$ cat config.mk
export PLATFORM = sky130hd
export DESIGN_NAME = ram_arbiter
export DESIGN_NICKNAME = d
export VERILOG_FILES = /design/src/rtl/ram_arb_pkg.sv /design/src/rtl/ram_arbiter_rr_arb2.sv /design/src/rtl/ram_arbiter.sv
export SDC_FILE = /design/constraint.sdc
export NUM_CORES = 1
export LEC_CHECK = 0
export CAP_MARGIN = 0
export CORE_MARGIN = 1.5
export CORE_UTILIZATION = 44
export CTS_BUF_LIST = sky130_fd_sc_hd__clkbuf_4 sky130_fd_sc_hd__clkbuf_8 sky130_fd_sc_hd__clkbuf_16
export CTS_CLUSTER_SIZE = 14
export DETAILED_ROUTE_END_ITERATION = 10
export PLACE_DENSITY_LB_ADDON = 0.05
export SLEW_MARGIN = 20
export SYNTH_ARGS = -nofsm -noshare
export SYNTH_HDL_FRONTEND = slang
export SYNTH_HIERARCHICAL = 1
export SYNTH_SLANG_ARGS = --single-unit
export TNS_END_PERCENT = 50
$ cat constraint.sdc
create_clock -name clk -period 3.65 [get_ports clk]
set_input_delay 0.5475 -clock clk [delete_from_list [all_inputs] [get_ports clk]]
set_output_delay 0.5475 -clock clk [all_outputs]
set_load 0.03 [all_outputs]
$ cat src/rtl/ram_arb_pkg.sv
// Shared types and constants for the two-requester RAM arbiter.
// Optional build macro RAM_ARB_STATS_EN is consumed by ram_arbiter.
package ram_arb_pkg;

  localparam int ADDR_W = 10;
  localparam int DATA_W = 8;
  localparam int STAT_W = 16;

  typedef enum logic [1:0] {
    IDLE   = 2'd0,
    ACCESS = 2'd1,
    HOLD   = 2'd2,
    DONE   = 2'd3
  } state_t;

  typedef struct packed {
    logic              we;
    logic [ADDR_W-1:0] addr;
    logic [DATA_W-1:0] wdata;
  } req_rec_t;

endpackage

$ cat src/rtl/ram_arbiter_rr_arb2.sv
// Two-way round-robin picker: one-hot winner from req, pointer favours the
// requester that was not served last and advances on every update strobe.
module rr_arb2 (
  input  logic       clk,
  input  logic       rst_n,
  input  logic [1:0] req,
  input  logic       upd,
  output logic [1:0] win,
  output logic       ptr
);

  always_comb begin
    win = req;
    if (req == 2'b11) win = ptr ? 2'b10 : 2'b01;
  end

  // After requester 0 wins, requester 1 is favoured, and vice versa.
  always_ff @(posedge clk or negedge rst_n) begin
    if (!rst_n)            ptr <= 1'b0;
    else if (upd && |win)  ptr <= win[0];
  end

endmodule

$ cat src/rtl/ram_arbiter.sv
// Round-robin arbiter/sequencer serialising two requesters onto a 1024x8
// single-port synchronous RAM. Define RAM_ARB_STATS_EN for grant counters.
module ram_arbiter
  import ram_arb_pkg::*;
#(
  parameter int ADDR_W = ram_arb_pkg::ADDR_W,
  parameter int DATA_W = ram_arb_pkg::DATA_W
) (
  input  logic              clk,
  input  logic              rst_n,
  input  logic              req0,
  input  logic              req1,
  input  logic              we0,
  input  logic              we1,
  input  logic [ADDR_W-1:0] addr0,
  input  logic [ADDR_W-1:0] addr1,
  input  logic [DATA_W-1:0] wdata0,
  input  logic [DATA_W-1:0] wdata1,
  output logic              gnt0,
  output logic              gnt1,
  output logic              ack0,
  output logic              ack1,
  output logic [DATA_W-1:0] rdata0,
  output logic [DATA_W-1:0] rdata1,
  output logic              busy,
  output logic [ADDR_W-1:0] ram_addr,
  output logic [DATA_W-1:0] ram_wdata,
  input  logic [DATA_W-1:0] ram_rdata,
  output logic              ram_cs,
  output logic              ram_rd,
  output logic              ram_wr,
  output logic [1:0]        dbg_state,
  output logic              dbg_ptr
`ifdef RAM_ARB_STATS_EN
  ,
  output logic [STAT_W-1:0] gnt_cnt0,
  output logic [STAT_W-1:0] gnt_cnt1
`endif
);

  // Handshake: reqN is a level held until gntN; gntN (ACCESS cycle) means the
  // request is latched, ackN (DONE cycle) means the access is complete.

  state_t     state_q, state_d;
  req_rec_t   rec_q;
  logic       id_q;
  logic [1:0] win;
  logic       take;

  assign take = (state_q == IDLE) && (req0 || req1);

  rr_arb2 u_rr (
    .clk   (clk),
    .rst_n (rst_n),
    .req   ({req1, req0}),
    .upd   (take),
    .win   (win),
    .ptr   (dbg_ptr)
  );

  always_ff @(posedge clk or negedge rst_n) begin
    if (!rst_n) begin
      state_q <= IDLE;
      rec_q   <= '0;
      id_q    <= 1'b0;
      rdata0  <= '0;
      rdata1  <= '0;
    end else begin
      state_q <= state_d;
      if (take) begin
        id_q  <= win[1];
        rec_q <= win[1] ? '{we: we1, addr: addr1, wdata: wdata1}
                        : '{we: we0, addr: addr0, wdata: wdata0};
      end
      // RAM output is driven and valid throughout HOLD; capture at its end.
      if (state_q == HOLD) begin
        if (id_q) rdata1 <= ram_rdata;
        else      rdata0 <= ram_rdata;
      end
    end
  end

  always_comb begin
    state_d = state_q;
    gnt0    = 1'b0;
    gnt1    = 1'b0;
    ack0    = 1'b0;
    ack1    = 1'b0;
    ram_cs  = 1'b0;
    ram_rd  = 1'b0;
    ram_wr  = 1'b0;
    case (state_q)
      IDLE: if (req0 || req1) state_d = ACCESS;
      ACCESS: begin
        gnt0    = !id_q;
        gnt1    = id_q;
        ram_cs  = 1'b1;
        ram_wr  = rec_q.we;
        ram_rd  = !rec_q.we;
        state_d = rec_q.we ? DONE : HOLD;
      end
      HOLD: begin
        ram_cs  = 1'b1;
        ram_rd  = 1'b1;
        state_d = DONE;
      end
      DONE: begin
        ack0    = !id_q;
        ack1    = id_q;
        state_d = IDLE;
      end
      default: state_d = IDLE;
    endcase
  end

  assign busy      = (state_q != IDLE);
  assign ram_addr  = rec_q.addr;
  assign ram_wdata = rec_q.wdata;
  assign dbg_state = state_q;

`ifdef RAM_ARB_STATS_EN
  always_ff @(posedge clk or negedge rst_n) begin
    if (!rst_n) begin
      gnt_cnt0 <= '0;
      gnt_cnt1 <= '0;
    end else begin
      if (gnt0 && gnt_cnt0 != '1) gnt_cnt0 <= gnt_cnt0 + 1'b1;
      if (gnt1 && gnt_cnt1 != '1) gnt_cnt1 <= gnt_cnt1 + 1'b1;
    end
  end
`endif

endmodule
==> results of run 1 <==
## flip-flops by register name (all words and copies together), names as in the netlist
register	cells
rdata0	8
id_q	1
ram_wdata	8
ram_addr	10
u_rr/ptr	1
dbg_state	2
rdata1	8
rec_q	1
## critical path: stages (launching register included)
cell and delay [ps]:
dfrtp_1 440, inv_1 120, ha_1 190, nor2b_1 150
o21a_1 120, clkdlybuf4s50_1 670
## cells in the final DEF, fill, tap and decap left out, drive strengths merged
cell,count
mux2,18
o21a,1
o31ai,2
clkbuf,5
o21ai,20
nor3b,1
a21boi,1
ha,5
dfrtp,39
and2b,2
nand2,20
a21oi,1
nor2,1
nor2b,2
clkdlybuf4s50,93
a31oi,1
buf,3
and2,3
inv,5
bufinv,2
clkinvlp,1
mux2i,19
## through the flow
stage / worst slack, ps / hold WS [ps] / cell area [µm²]
after floorplan: 1585 / 251.9 / 1953
after global placement: 1479 / 463.4 / 2789
after detailed placement: 1382 / 470.0 / 2789
after CTS: 1097 / 386.5 / 2925
after global routing: 986.7 / 437.6 / 2928
final: 1121 / 358.5 / 2928
## area by class of cell
class / instances / area [µm²] / area share (%)
multi-input combinational: 97 / 780.7 / 26.67
timing repair buffer: 96 / 950.9 / 32.48
clock inverter: 3 / 67.56 / 2.308
sequential: 39 / 975.9 / 33.33
inverter: 5 / 18.77 / 0.6410
tap: 52 / 65.06 / 2.222
clock buffer: 5 / 68.82 / 2.350
## report_power, final
group | total [mW] | internal, mW | leakage, nW | switching, mW
combinational | 1.64 | 0.750 | 0.760 | 0.890
clock | 0.427 | 0.273 | 0.0644 | 0.155
sequential | 0.792 | 0.652 | 0.468 | 0.140
total | 2.86 | 1.67 | 1.29 | 1.18
## routing by layer
| metal | wire, µm | vias to the layer above | GRT usage [%] |
|---|---|---|---|
| li1 | - | 697 | - |
| met1 | 1924 | 701 | 24.05 |
| met2 | 2113 | 56 | 31.73 |
| met3 | 276 | 6 | 4.506 |
| met4 | 49 | 0 | 6.410 |
| met5 | 0 | - | 0 |
## path summary, 6_finish.rpt
check	startpoint	endpoint	slack, ps	cells after the start
min	rst_n	rdata1[6]$_DFFE_PN0P_	360	1
max reg2reg	dbg_state[0]$_DFFE_PN0P_	rdata0[7]$_DFFE_PN0P_	1760	4
min reg2reg	ram_wdata[3]$_DFFE_PN0P_	ram_wdata[3]$_DFFE_PN0P_	480	2
max	dbg_state[1]$_DFFE_PN0P_	ram_rd	1120	5
max in group asynchronous	rst_n	ram_wdata[6]$_DFFE_PN0P_	2760	1
min in group clk	ram_wdata[3]$_DFFE_PN0P_	ram_wdata[3]$_DFFE_PN0P_	480	2
==> out/qor.csv, run 1 <==
stage;metric;value;unit
status;outcome;finished, final reports clean;
worst_hold_path;Hold/Removal Path Class;primary input to asynchronous set/reset pin;
logic_synthesis;synthesized area per cell;11.77;µm²
layout;final core utilization;67.71;%
global_route;vias in the first global route;1546;
critical_path;critical path class;flip-flop to output pin;
clock_network;CTS tree;done;
drt;antenna viol nets, final;0;
clock_network;CTS HTree Levels;2;
timing;Fmax;395.4;MHz
drt;via count;1460;
global_route;first-pass GRT wire length;7.272;mm
global_route;grt ovf;0;
layout;non-filler cells, final;297;
critical_path;CP Capture Type;output pin;
floorplan;Initial Util;45.17;%
critical_path;worst-path fanout max;6;
clock_network;CTS max path bufs;2;
timing;Final Cycle Share;69.29;%
drt;drt wl/cell;14.69;µm
drt;DRT iter0 DRCs;56;
placed_design;port bufs;94;
critical_path;Setup crit start kind;flip-flop;
floorplan;DIE AREA;0.004848;mm²
timing;clk_skew;3.829;ps
layout;Layout area overhead;49.90;%
floorplan;I/O pin cnt;95;
drt;Vias per Instance;4.916;
placed_design;placed cells;289;
floorplan;Die H;69.63;µm
placed_design;GPL Wtd Cong;0.8376;
power_and_ir_drop;total power;2.859;mW
layout;fin nets;299;
layout;layout cell share with drive strength beyond 1;13.88;%
clock_network;CTS Hold Buffers Added;0;
floorplan;die width;69.63;µm
timing;final hold violation count;0;
clock_network;Setup Fix Bufs, Post-CTS;0;
logic_synthesis;Mapped Cells;166;
layout;Layout fillers;318;
timing;Final setup viols;0;
clock_network;Clock Sinks;39;
critical_path;Crit path arrival time;1980;ps
layout;n_diodes;0;
global_route;initial antenna violation count;0;
timing;Relative slew margins;43.48;%
placed_design;Detail Placement HPWL;3.237;mm
logic_synthesis;Ys Warns;6;
timing;total negative setup slack;0;ps
power_and_ir_drop;Peak VDD IR;0.0006067;V
floorplan;num rows;24;
timing;min cycle time layout;2529;ps
clock_network;number of buffers created by CTS;5;
global_route;GRT Total Usage;18.90;%
clock_network;worst skew pair latency;290;ps
floorplan;Placeable Area;0.004324;mm²
power_and_ir_drop;Lkg Pwr;1.292;nW
power_and_ir_drop;P per Cell Area;976.5;mW/mm²
clock_network;Clock transition at path regs;80;ps
drt;# DRC;0;
flow_run;max_cap viols;0;
global_route;largest net degree at the start of global routing;40;
timing;Max Slew Vio Count;0;
drt;DR pass1 iterations;4;
logic_synthesis;syn nets;221;
timing;Slew @ Worst Pin;847.8;ps
drt;Final Routed Wirelength;4.364;mm
timing;RSZ-0062 raised after global routing;false;
clock_network;Root Driver;clkbuf_8;
clock_network;Post-CTS Resized;0;
logic_synthesis;Syn Std Cell Area;0.001953;mm²
critical_path;Critical Path RT;3100;ps
No activity file was read; power rests on OpenSTA's default activity.
==> run 2: changes to the inputs <==
--- a/config.mk
+++ b/config.mk
@@ -7,7 +7,7 @@
 export LEC_CHECK = 0
 export CAP_MARGIN = 0
 export CORE_MARGIN = 1.5
-export CORE_UTILIZATION = 44
+export CORE_UTILIZATION = 37
 export CTS_BUF_LIST = sky130_fd_sc_hd__clkbuf_4 sky130_fd_sc_hd__clkbuf_8 sky130_fd_sc_hd__clkbuf_16
 export CTS_CLUSTER_SIZE = 14
 export DETAILED_ROUTE_END_ITERATION = 10
==> constraint.sdc (replaced) <==
create_clock -name clk -period 2.05 [get_ports clk]
set_input_delay 0.3075 -clock clk [delete_from_list [all_inputs] [get_ports clk]]
set_output_delay 0.3075 -clock clk [all_outputs]
set_load 0.03 [all_outputs]
==> out/qor.csv, run 2 (synthesis results as in run 1) <==
stage;metric;value;unit;change
timing;total negative setup slack;0;ps;unchanged
placed_design;DP Area;0.002834;mm²;+1.6%
drt;Final Routed Wirelength;4.155;mm;-4.8%
layout;non-filler cells, final;317;;+6.7%
global_route;GRT Total Usage;14.78;%;-4.1 points
worst_hold_path;Hold/Removal Path Class;primary input to asynchronous set/reset pin;;
drt;via count;1449;;-0.75%
layout;commonest non-fill, non-tap cell in the layout;clkdlybuf4s50_1;;
critical_path;Critical Path RT;1740;ps;-1360 ps
global_route;largest net degree at the start of global routing;40;;unchanged
clock_network;CTS HTree Levels;2;;unchanged
placed_design;placed cells;310;;+7.3%
critical_path;CP Capture Type;output pin;;
layout;fin nets;302;;+1.0%
clock_network;CTS max path bufs;2;;unchanged
floorplan;Die H;75.66;µm;+8.7%
floorplan;I/O pin cnt;95;;unchanged
drt;# DRC;0;;unchanged
clock_network;CTS tree;done;;
floorplan;DIE AREA;0.005724;mm²;+18%
layout;layout cell share with drive strength beyond 1;14.57;%;+0.70 points
critical_path;Setup crit start kind;flip-flop;;
timing;Max Slew Vio Count;0;;unchanged
timing;final hold violation count;0;;unchanged
placed_design;GPL Wtd Cong;0.7962;;-4.9%
timing;Slew @ Worst Pin;857.7;ps;+9.945 ps
drt;Vias per Instance;4.571;;-7.0%
timing;clk_skew;3.973;ps;+0.1445 ps
timing;min cycle time layout;1918;ps;
timing;Final setup viols;0;;unchanged
drt;antenna viol nets, final;0;;unchanged
layout;final core utilization;57.08;%;-11 points
layout;Layout area overhead;49.26;%;
timing;Fmax;521.3;MHz;
timing;Final Hold Slack;134.3;ps;-224.2 ps
placed_design;port bufs;94;;unchanged
floorplan;num rows;26;;+8.3%
layout;most frequent cells in the layout;clkdlybuf4s50_1 (85), dfrtp_1 (39), mux2i_1 (19), nand2_1 (19), o21ai_0 (19);;
drt;DR pass1 iterations;2;;-2
critical_path;worst-path fanout max;6;;unchanged
timing;RSZ-0062 raised after global routing;false;;
status;outcome;finished, final reports clean;;
clock_network;Setup Fix Bufs, Post-CTS;0;;unchanged
critical_path;Crit path arrival time;1610;ps;-370 ps
critical_path;critical path class;flip-flop to output pin;;
global_route;grt ovf;0;;unchanged
clock_network;Root Driver;clkbuf_8;;
power_and_ir_drop;Peak VDD IR;0.0006026;V;-0.68%
flow_run;max_cap viols;0;;unchanged
global_route;first-pass GRT wire length;6.279;mm;-14%
timing;Final Cycle Share;93.57;%;
layout;number of flip-flops in the largest register;10;;unchanged
global_route;vias in the first global route;1431;;-7.4%
timing;Relative slew margins;42.82;%;-0.66 points
clock_network;worst skew pair latency;280;ps;about the same
floorplan;die width;75.66;µm;+8.7%
floorplan;Initial Util;38.24;%;-6.9 points
power_and_ir_drop;P per Cell Area;1641;mW/mm²;+68%
clock_network;number of buffers created by CTS;5;;unchanged
drt;drt wl/cell;13.11;µm;-11%
critical_path;R2R Setup Slk;480;ps;-1280 ps
power_and_ir_drop;Lkg Pwr;1.337;nW;+3.4%
drt;DRT iter0 DRCs;28;;-50%
global_route;initial antenna violation count;0;;unchanged
clock_network;Clock Sinks;39;;unchanged
floorplan;Placeable Area;0.005107;mm²;+18%
placed_design;Detail Placement HPWL;3.251;mm;+0.41%
clock_network;Clock transition at path regs;70;ps;about the same
layout;n_diodes;0;;unchanged
layout;Final Cell Area;0.002915;mm²;-0.43%
-- run 2: cell type report --
type	count	area, µm²
fill	461	2192
clock inverter	1	5.005
multi-input combinational	97	778.2
tap	70	87.58
timing repair buffer	99	967.2
inverter	5	18.77
sequential	39	975.9
clock buffer	6	82.58
-- run 2: path summary, 6_finish.rpt --
check | from | endpoint | cells past startpoint
worst max register to register | dbg_state[0]$_DFFE_PN0P_ | rdata0[4]$_DFFE_PN0P_ | 5
min in group clk | ram_addr[9]$_DFFE_PN0P_ | ram_addr[9]$_DFFE_PN0P_ | 2
max in group asynchronous | rst_n | ram_addr[4]$_DFFE_PN0P_ | 1
worst max-delay path | dbg_state[1]$_DFFE_PN0P_ | ram_wr | 4
worst min-delay path | rst_n | rdata1[7]$_DFFE_PN0P_ | 1
worst min register to register | ram_addr[9]$_DFFE_PN0P_ | ram_addr[9]$_DFFE_PN0P_ | 2
-- run 2: worst max-delay path, stage by stage (launching register included) --
cell and delay, ps:
dfrtp_1 430, inv_1 130, ha_1 200, and2_1 160
dlygate4sd2_1 410
-- run 2: power breakdown --
group	switching, mW	internal, mW	total (mW)	leakage (nW)
Clock	0.250	0.264	0.514	0.0470
Sequential	0.236	1.16	1.40	0.468
Combinational	1.57	1.30	2.87	0.821
Total	2.05	2.73	4.78	1.34
-- run 2: timing repair --
item                       in CTS  in global routing
pin swaps                       0                  0
setup endpoints to repair       6                  3
hold buffers                    0                  0
resized for setup               6                  4
-- run 2: routing by layer --
layer	wire, µm	track usage (%)	part of all wire, %
met5	0	0	0
met1	1573	15.11	38
met2	2209	27.78	53
met4	65	4.762	1.6
met3	305	5.423	7.3
-- run 2: metrics by stage --
| step | total power, mW | setup slack (ps) |
|---|---|---|
| 3_5_place_dp | 4.375 | 75.54 |
| 2_1_floorplan | 3.423 | 224.9 |
| 5_1_grt | 5.072 | 43.08 |
| 3_3_place_gp | 4.297 | 144.2 |
| 6_report | 4.784 | 131.7 |
| 4_1_cts | 4.857 | 6.984 |
